===== config.mk =====
export PLATFORM = sky130hd
export DESIGN_NAME = execute_muldiv
export DESIGN_NICKNAME = d
export VERILOG_FILES = /design/src/rtl/execute_muldiv.sv
export SDC_FILE = /design/constraint.sdc
export NUM_CORES = 2
export LEC_CHECK = 0
export BUFFER_PORTS_ARGS = -buffer_cell sky130_fd_sc_hd__buf_2
export CORE_MARGIN = 10
export CORE_UTILIZATION = 40
export DETAILED_ROUTE_END_ITERATION = 8
export SKIP_CTS_REPAIR_TIMING = 1
export SYNTH_ARGS = -nofsm -noshare
export SYNTH_HDL_FRONTEND = slang
export SYNTH_SLANG_ARGS = --single-unit

===== constraint.sdc =====
create_clock -name clk -period 10.9 [get_ports clk]
set_clock_uncertainty 0.2 [all_clocks]
set_input_delay 1.635 -clock clk [delete_from_list [all_inputs] [get_ports clk]]
set_output_delay 1.635 -clock clk [all_outputs]
set_load 0.005 [all_outputs]

===== src/rtl/execute_muldiv.sv =====
// execute_muldiv: multi-cycle RV32M/RV64M unit that sits beside the execute ALU.
// It takes one MUL/DIV/REM op at a time over a valid/ready handshake. Multiplies
// go through a MUL_STAGES-deep product pipeline. Divides use an iterative
// restoring radix-2 loop followed by a sign fix-up cycle.
//
// Ports:
//   clk, rst          clock; asynchronous active-low reset
//   op_valid_i/op_ready_o   request handshake
//   op_f3_i           funct3 (0 MUL,1 MULH,2 MULHSU,3 MULHU,4 DIV,5 DIVU,6 REM,7 REMU)
//   rs1_i, rs2_i      operands, captured when the op is accepted
//   rd_addr_i         destination register, echoed on rd_addr_o
//   flush_i           aborts whatever is in flight
//   res_valid_o/res_ready_i result handshake; res_o and rd_addr_o are held until it completes
//   busy_o            unit not idle
module execute_muldiv #(
  parameter int XLEN          = 32,
  parameter int MUL_STAGES    = 2,
  parameter int DIV_EARLY_OUT = 1
) (
  input  logic            clk,
  input  logic            rst,
  input  logic            op_valid_i,
  output logic            op_ready_o,
  input  logic [2:0]      op_f3_i,
  input  logic [XLEN-1:0] rs1_i,
  input  logic [XLEN-1:0] rs2_i,
  input  logic [4:0]      rd_addr_i,
  input  logic            flush_i,
  output logic            res_valid_o,
  input  logic            res_ready_i,
  output logic [XLEN-1:0] res_o,
  output logic [4:0]      rd_addr_o,
  output logic            busy_o
);

  localparam int CW = (XLEN == 64) ? 7 : 6;
  localparam int PD = (MUL_STAGES > 1) ? MUL_STAGES - 1 : 1;

  localparam logic [1:0] S_IDLE = 2'd0;
  localparam logic [1:0] S_MUL  = 2'd1;
  localparam logic [1:0] S_DIV  = 2'd2;
  localparam logic [1:0] S_DONE = 2'd3;

  logic [1:0]        state;
  logic [2:0]        f3;
  logic [CW-1:0]     cnt;
  logic [2*XLEN-1:0] mul_a, mul_b;
  logic [XLEN-1:0]   quo, rem, divisor, spec_res;
  logic              q_neg, r_neg, special, fixup;

  // ---------------- operand preparation (at accept) ----------------
  logic            accept;
  logic            a_sext, b_sext, div_signed, a_neg, b_neg, div_zero, div_ovf;
  logic [XLEN-1:0] a_mag, b_mag, spec_next;

  assign op_ready_o  = (state == S_IDLE) && !flush_i;
  assign accept      = op_valid_i && op_ready_o;
  assign res_valid_o = (state == S_DONE);
  assign busy_o      = (state != S_IDLE);

  always_comb begin
    a_sext     = (op_f3_i == 3'd1) || (op_f3_i == 3'd2);
    b_sext     = (op_f3_i == 3'd1);
    div_signed = !op_f3_i[0];
    a_neg      = div_signed && rs1_i[XLEN-1];
    b_neg      = div_signed && rs2_i[XLEN-1];
    // Negating the most-negative value yields itself, which is also its correct unsigned magnitude.
    a_mag      = a_neg ? (~rs1_i + 1'b1) : rs1_i;
    b_mag      = b_neg ? (~rs2_i + 1'b1) : rs2_i;
    div_zero   = (rs2_i == '0);
    div_ovf    = div_signed && (rs1_i == {1'b1, {(XLEN-1){1'b0}}}) && (rs2_i == '1);
    if (div_zero)
      spec_next = op_f3_i[1] ? rs1_i : '1;
    else
      spec_next = op_f3_i[1] ? '0 : rs1_i;
  end

  // ---------------- multiply pipeline ----------------
  logic [2*XLEN-1:0] prod, mul_final;
  logic [2*XLEN-1:0] pipe [PD];
  logic [XLEN-1:0]   mul_sel;

  assign prod = mul_a * mul_b;

  // The product is only sampled after the operand registers are stable, so
  // each pipe register just needs to carry the value one stage further.
  generate
    if (MUL_STAGES > 1) begin : g_pipe
      for (genvar gi = 0; gi < MUL_STAGES - 1; gi++) begin : g_stage
        if (gi == 0) begin : g_first
          always_ff @(posedge clk or negedge rst) begin
            if (!rst)         pipe[gi] <= '0;
            else if (flush_i) pipe[gi] <= '0;
            else              pipe[gi] <= prod;
          end
        end else begin : g_next
          always_ff @(posedge clk or negedge rst) begin
            if (!rst)         pipe[gi] <= '0;
            else if (flush_i) pipe[gi] <= '0;
            else              pipe[gi] <= pipe[gi-1];
          end
        end
      end
      assign mul_final = pipe[MUL_STAGES-2];
    end else begin : g_nopipe
      assign pipe[0]   = '0;
      assign mul_final = prod;
    end
  endgenerate

  assign mul_sel = (f3 == 3'd0) ? mul_final[XLEN-1:0] : mul_final[2*XLEN-1:XLEN];

  // ---------------- restoring divide step ----------------
  logic [XLEN:0]   trial, diff;
  logic            take;
  logic [XLEN-1:0] rem_step, quo_step, q_fix, r_fix, div_res;

  always_comb begin
    trial    = {rem, quo[XLEN-1]};
    diff     = trial - {1'b0, divisor};
    // rem < divisor keeps a successful difference below 2^XLEN, so bit XLEN is the borrow.
    take     = !diff[XLEN];
    rem_step = take ? diff[XLEN-1:0] : trial[XLEN-1:0];
    quo_step = {quo[XLEN-2:0], take};
    q_fix    = q_neg ? (~quo + 1'b1) : quo;
    r_fix    = r_neg ? (~rem + 1'b1) : rem;
    div_res  = special ? spec_res : (f3[1] ? r_fix : q_fix);
  end

  // ---------------- control ----------------
  always_ff @(posedge clk or negedge rst) begin
    if (!rst) begin
      state     <= S_IDLE;
      f3        <= '0;
      cnt       <= '0;
      mul_a     <= '0;
      mul_b     <= '0;
      quo       <= '0;
      rem       <= '0;
      divisor   <= '0;
      spec_res  <= '0;
      q_neg     <= 1'b0;
      r_neg     <= 1'b0;
      special   <= 1'b0;
      fixup     <= 1'b0;
      res_o     <= '0;
      rd_addr_o <= '0;
    end else if (flush_i) begin
      state <= S_IDLE;
      cnt   <= '0;
      fixup <= 1'b0;
    end else begin
      case (state)
        S_IDLE: begin
          if (accept) begin
            f3        <= op_f3_i;
            rd_addr_o <= rd_addr_i;
            mul_a     <= {{XLEN{a_sext && rs1_i[XLEN-1]}}, rs1_i};
            mul_b     <= {{XLEN{b_sext && rs2_i[XLEN-1]}}, rs2_i};
            quo       <= a_mag;
            divisor   <= b_mag;
            rem       <= '0;
            q_neg     <= a_neg ^ b_neg;
            r_neg     <= a_neg;
            special   <= div_zero || div_ovf;
            spec_res  <= spec_next;
            fixup     <= 1'b0;
            if (op_f3_i[2]) begin
              state <= S_DIV;
              cnt   <= CW'(XLEN - 1);
            end else begin
              state <= S_MUL;
              cnt   <= CW'(MUL_STAGES - 1);
            end
          end
        end
        S_MUL: begin
          if (cnt == '0) begin
            res_o <= mul_sel;
            state <= S_DONE;
          end else begin
            cnt <= cnt - 1'b1;
          end
        end
        S_DIV: begin
          if (fixup || (special && (DIV_EARLY_OUT != 0))) begin
            res_o <= div_res;
            fixup <= 1'b0;
            state <= S_DONE;
          end else begin
            rem <= rem_step;
            quo <= quo_step;
            if (cnt == '0) fixup <= 1'b1;
            else           cnt   <= cnt - 1'b1;
          end
        end
        default: begin // S_DONE
          if (res_ready_i) state <= S_IDLE;
        end
      endcase
    end
  end

endmodule


==> out/results.tsv <==
stage	metric	value	unit
sta	Slew Viols, Final	0	
placed_design	IO buf count	116	
critical_path	CP required	11.14	ns
placed_design	GP Congestion	0.9316	
sta	final setup fails	0	
route	wire length per cell	21.40	um
route	routed vias	41710	
cells_and_area	Finished Layout Cells	8021	
cells_and_area	Area growth syn-to-layout	6.628	%
floorplan	die area	154900	um^2
route	remaining antenna violation count	0	
critical_path	Crit path arrival time	9.58	ns
floorplan	row count	137	
sta	RSZ-0062 raised after global routing	no	
run_status	outcome	finished clean	
critical_path	RR Startpoint	mul_b[3]	
floorplan	Die Wd	393.6	um
route	DRT Wirelength	171700	um
route	DRT Pass-1 Iters	6	
hold_path	Worst Hold End	rd_addr_o[1]	
critical_path	Worst Setup End Kind	register	
cells_and_area	fill count	13660	
global_route	Total GRT Usage	0.2207	
floorplan	io pins	117	
critical_path	Setup crit start kind	register	
synth	Synth Net Count	7659	
placed_design	Post-Place Cells	7950	
synth	flop and latch count out of synthesis	309	
clock_tree	clk slew on worst S/H paths	0.06	ns
floorplan	initial core utilization	0.4015	
sta	worst slew pin tran	1.178	ns
synth	post-synthesis instance total	6201	
hold_path	Hold WC Path Type	register to register	
synth	Seq/Total Area, Yosys	0.1385	
synth	Post-Syn Area	55820	um^2
clock_tree	Sinks on Clock Net	309	
critical_path	Slowest-stage cell, CP	fa_1	
clock_tree	clock buffer depth	3	
synth	EDFF count, synth	0	
floorplan	CORE AREA	139000	um^2
synth	Main synth FF type	dfrtp_1	
global_route	total grt overflow	0	
sta	Slew headroom	0.2131	
route	initial DRC count	3069	
cells_and_area	footprint of the multi-input gates	42340	um^2
global_route	first-pass GRT wire length	267500	um
critical_path	Top cell by count, worst path	fa_1	
clock_tree	Worst-Skew Late Latency	0.59	ns
floorplan	Die Height	393.6	um
hold_path	hold depth	2	
critical_path	Reg2Reg Depth	24	
synth	Yosys cell types	85	
sta	minimum clock period	9.336	ns
critical_path	critical-path cell list	buf_4 -> nand2_1 -> inv_1 -> fa_1 -> fa_1 -> fa_1 -> fa_1 -> fa_1 -> fa_1 -> fa_1 -> inv_1 -> fa_1 -> inv_1 -> ha_1 -> and4_1 -> and2_1 -> nand2_1 -> or4_1 -> a31oi_1 -> o21ai_0 -> o21a_1 -> o21ai_0 -> xnor2_1 -> nor2_1	
cells_and_area	layout cell share with drive strength beyond 1	0.05571	
clock_tree	CTS tree	built	
global_route	antenna violations before repair	10	
synth	Syn. warnings	0	
critical_path	r2r setup slk	1.56	ns
run	Max-cap violations	0	
route	DRC Markers	0	
critical_path	Buf+Inv Stages, Crit Path	4	
global_route	number of global-route vias before repair	43990	
sta	setup TNS after final layout	0	ns
sta	Hold Vio Cnt, Final	0	
critical_path	CP max FO	18	
sta	Fmax achieved	107.1	MHz
cells_and_area	Final #Nets	7570	
critical_path	Crit path max-delay family	adder cells	
synth	Post-Syn Area per Cell	9.002	um^2
critical_path	Crit path largest cell delay	0.95	ns
clock_tree	CTS Buf Count	36	
clock_tree	Root Buffer	clkbuf_16	
synth	async set-reset flop share out of synthesis	1.000	
critical_path	FF-to-FF End	mul_final[61]	
route	vias per inst	5.200	
critical_path	critical setup path kind	register to register	
placed_design	Post-DP HPWL	138100	um
global_route	largest net degree at the start of global routing	116	
hold_path	Hold Startpoint	rd_addr_o[1]	
sta	Tcrit/Tclk final	0.8565	
cells_and_area	Register Area	7756	um^2
clock_tree	H-tree depth	2	
[registers in the layout (all words and copies together), names as in the netlist]
| name | flops |
|---|---|
| cnt | 6 |
| divisor | 31 |
| f3 | 3 |
| fixup | 1 |
| mul_a | 33 |
| mul_b | 33 |
| mul_final | 64 |
| q_neg | 1 |
| quo | 32 |
| r_neg | 1 |
| rd_addr_o | 5 |
| rem | 32 |
| res_o | 32 |
| spec_res | 32 |
| special | 1 |
| state | 2 |
[metal layers]
metal	up-vias	track usage	routed length [um]
met5	-	0	11
met2	1346	0.3592	80460
met4	2	0.07554	6757
met1	21550	0.3008	73090
li1	18560	-	-
met3	260	0.03194	11340
[worst max path at each step]
stage / start / to / slack [ns] / cells after the start
5_1_grt: mul_b[3] / mul_final[61] / 1.12 / 24
6_report: mul_b[3] / mul_final[61] / 1.56 / 24
4_1_cts: mul_b[3] / mul_final[61] / 1.56 / 24
2_1_floorplan: mul_a[32] / mul_final[61] / 2.98 / 25
3_3_place_gp: mul_b[3] / mul_final[61] / 1.73 / 24
3_5_place_dp: mul_b[3] / mul_final[61] / 1.57 / 24
[cells in the mapped netlist, drive strengths merged (13+ instances only)]
library cell  count  area share
o21bai           13      0.0017
mux2i            46      0.0082
nand2           955       0.064
a21oi           172       0.015
dfrtp           309        0.14
nor3             39      0.0036
inv            1192       0.080
o21ai           309       0.028
fa             1126        0.40
a31oi            16      0.0018
nor2b            44      0.0049
nor4             17      0.0026
and2            552       0.062
ha              255       0.057
nand4            23      0.0026
o211ai           22      0.0030
or3              16      0.0019
a211oi           29      0.0040
clkbuf          322       0.022
or4              15      0.0022
o41ai            15      0.0025
o31ai            37      0.0053
buf              23      0.0022
nand2b           23      0.0026
and3             14      0.0016
nor2            182       0.012
a21o             64      0.0086
maj3             18      0.0032
xnor2           139       0.022
xor2             81       0.013
nand3            21      0.0019
mux2             17      0.0034
[placed cells by master (no fill, tap or decap), types with 36 or more instances in the layout]
master,netlist,layout
a21o_1,64,64
a21oi_1,172,171
and2_1,552,551
buf_2,9,115
buf_4,3,102
clkbuf_16,0,36
dfrtp_1,309,290
fa_1,1126,1126
ha_1,255,254
inv_1,1192,1192
mux2i_1,46,46
nand2_1,954,953
nor2_1,182,182
nor2b_1,44,44
nor3_1,38,36
o21ai_0,301,301
xnor2_1,139,139
xor2_1,81,81
[cell type report]
cell class,instances,area share
flip-flops and latches,309,0.1303
clock inverters,11,0.003216
inverters,1193,0.07523
clock buffers,54,0.01745
diodes,6,0.0002523
repair buffers,218,0.02279
multi-input cells,4354,0.7113
well taps,1876,0.03944
[cell families after synthesis]
family,Yosys count,share of synthesized area
adder cells (fa/ha/maj),1399,0.4642
AO/OA/AOI/OAI,740,0.08000
buffers and inverters,1538,0.1041
multiplexers,63,0.01168
XOR/XNOR,220,0.03452
flip-flops,309,0.1385
AND/OR/NAND/NOR,1932,0.1670
[metrics by stage]
step	area, um^2	utilization	setup WS, ns	hold slack, ns
6_report	59520	0.4282	1.564	0.2716
5_1_grt	59510	0.4281	1.125	0.2881
4_1_cts	59510	0.4280	1.555	0.2764
3_5_place_dp	58280	0.4192	1.575	0.2609
3_3_place_gp	58280	0.4192	1.733	0.2525
2_1_floorplan	55820	-	2.982	0.2470
[worst register-to-register path, cell delays in order (launching register included)]
cell and delay (ns):
dfrtp_1 0.75, buf_4 0.37, nand2_1 0.13, inv_1 0.16, fa_1 0.47, fa_1 0.51, fa_1 0.95, fa_1 0.56
fa_1 0.50, fa_1 0.52, fa_1 0.49, inv_1 0.05, fa_1 0.48, inv_1 0.04, ha_1 0.44, and4_1 0.29
and2_1 0.16, nand2_1 0.14, or4_1 0.55, a31oi_1 0.49, o21ai_0 0.29, o21a_1 0.28, o21ai_0 0.21, xnor2_1 0.14
nor2_1 0.05
Power is not shown: default switching activity piles up to over one toggle a cycle in this logic, so the estimate is an artifact.
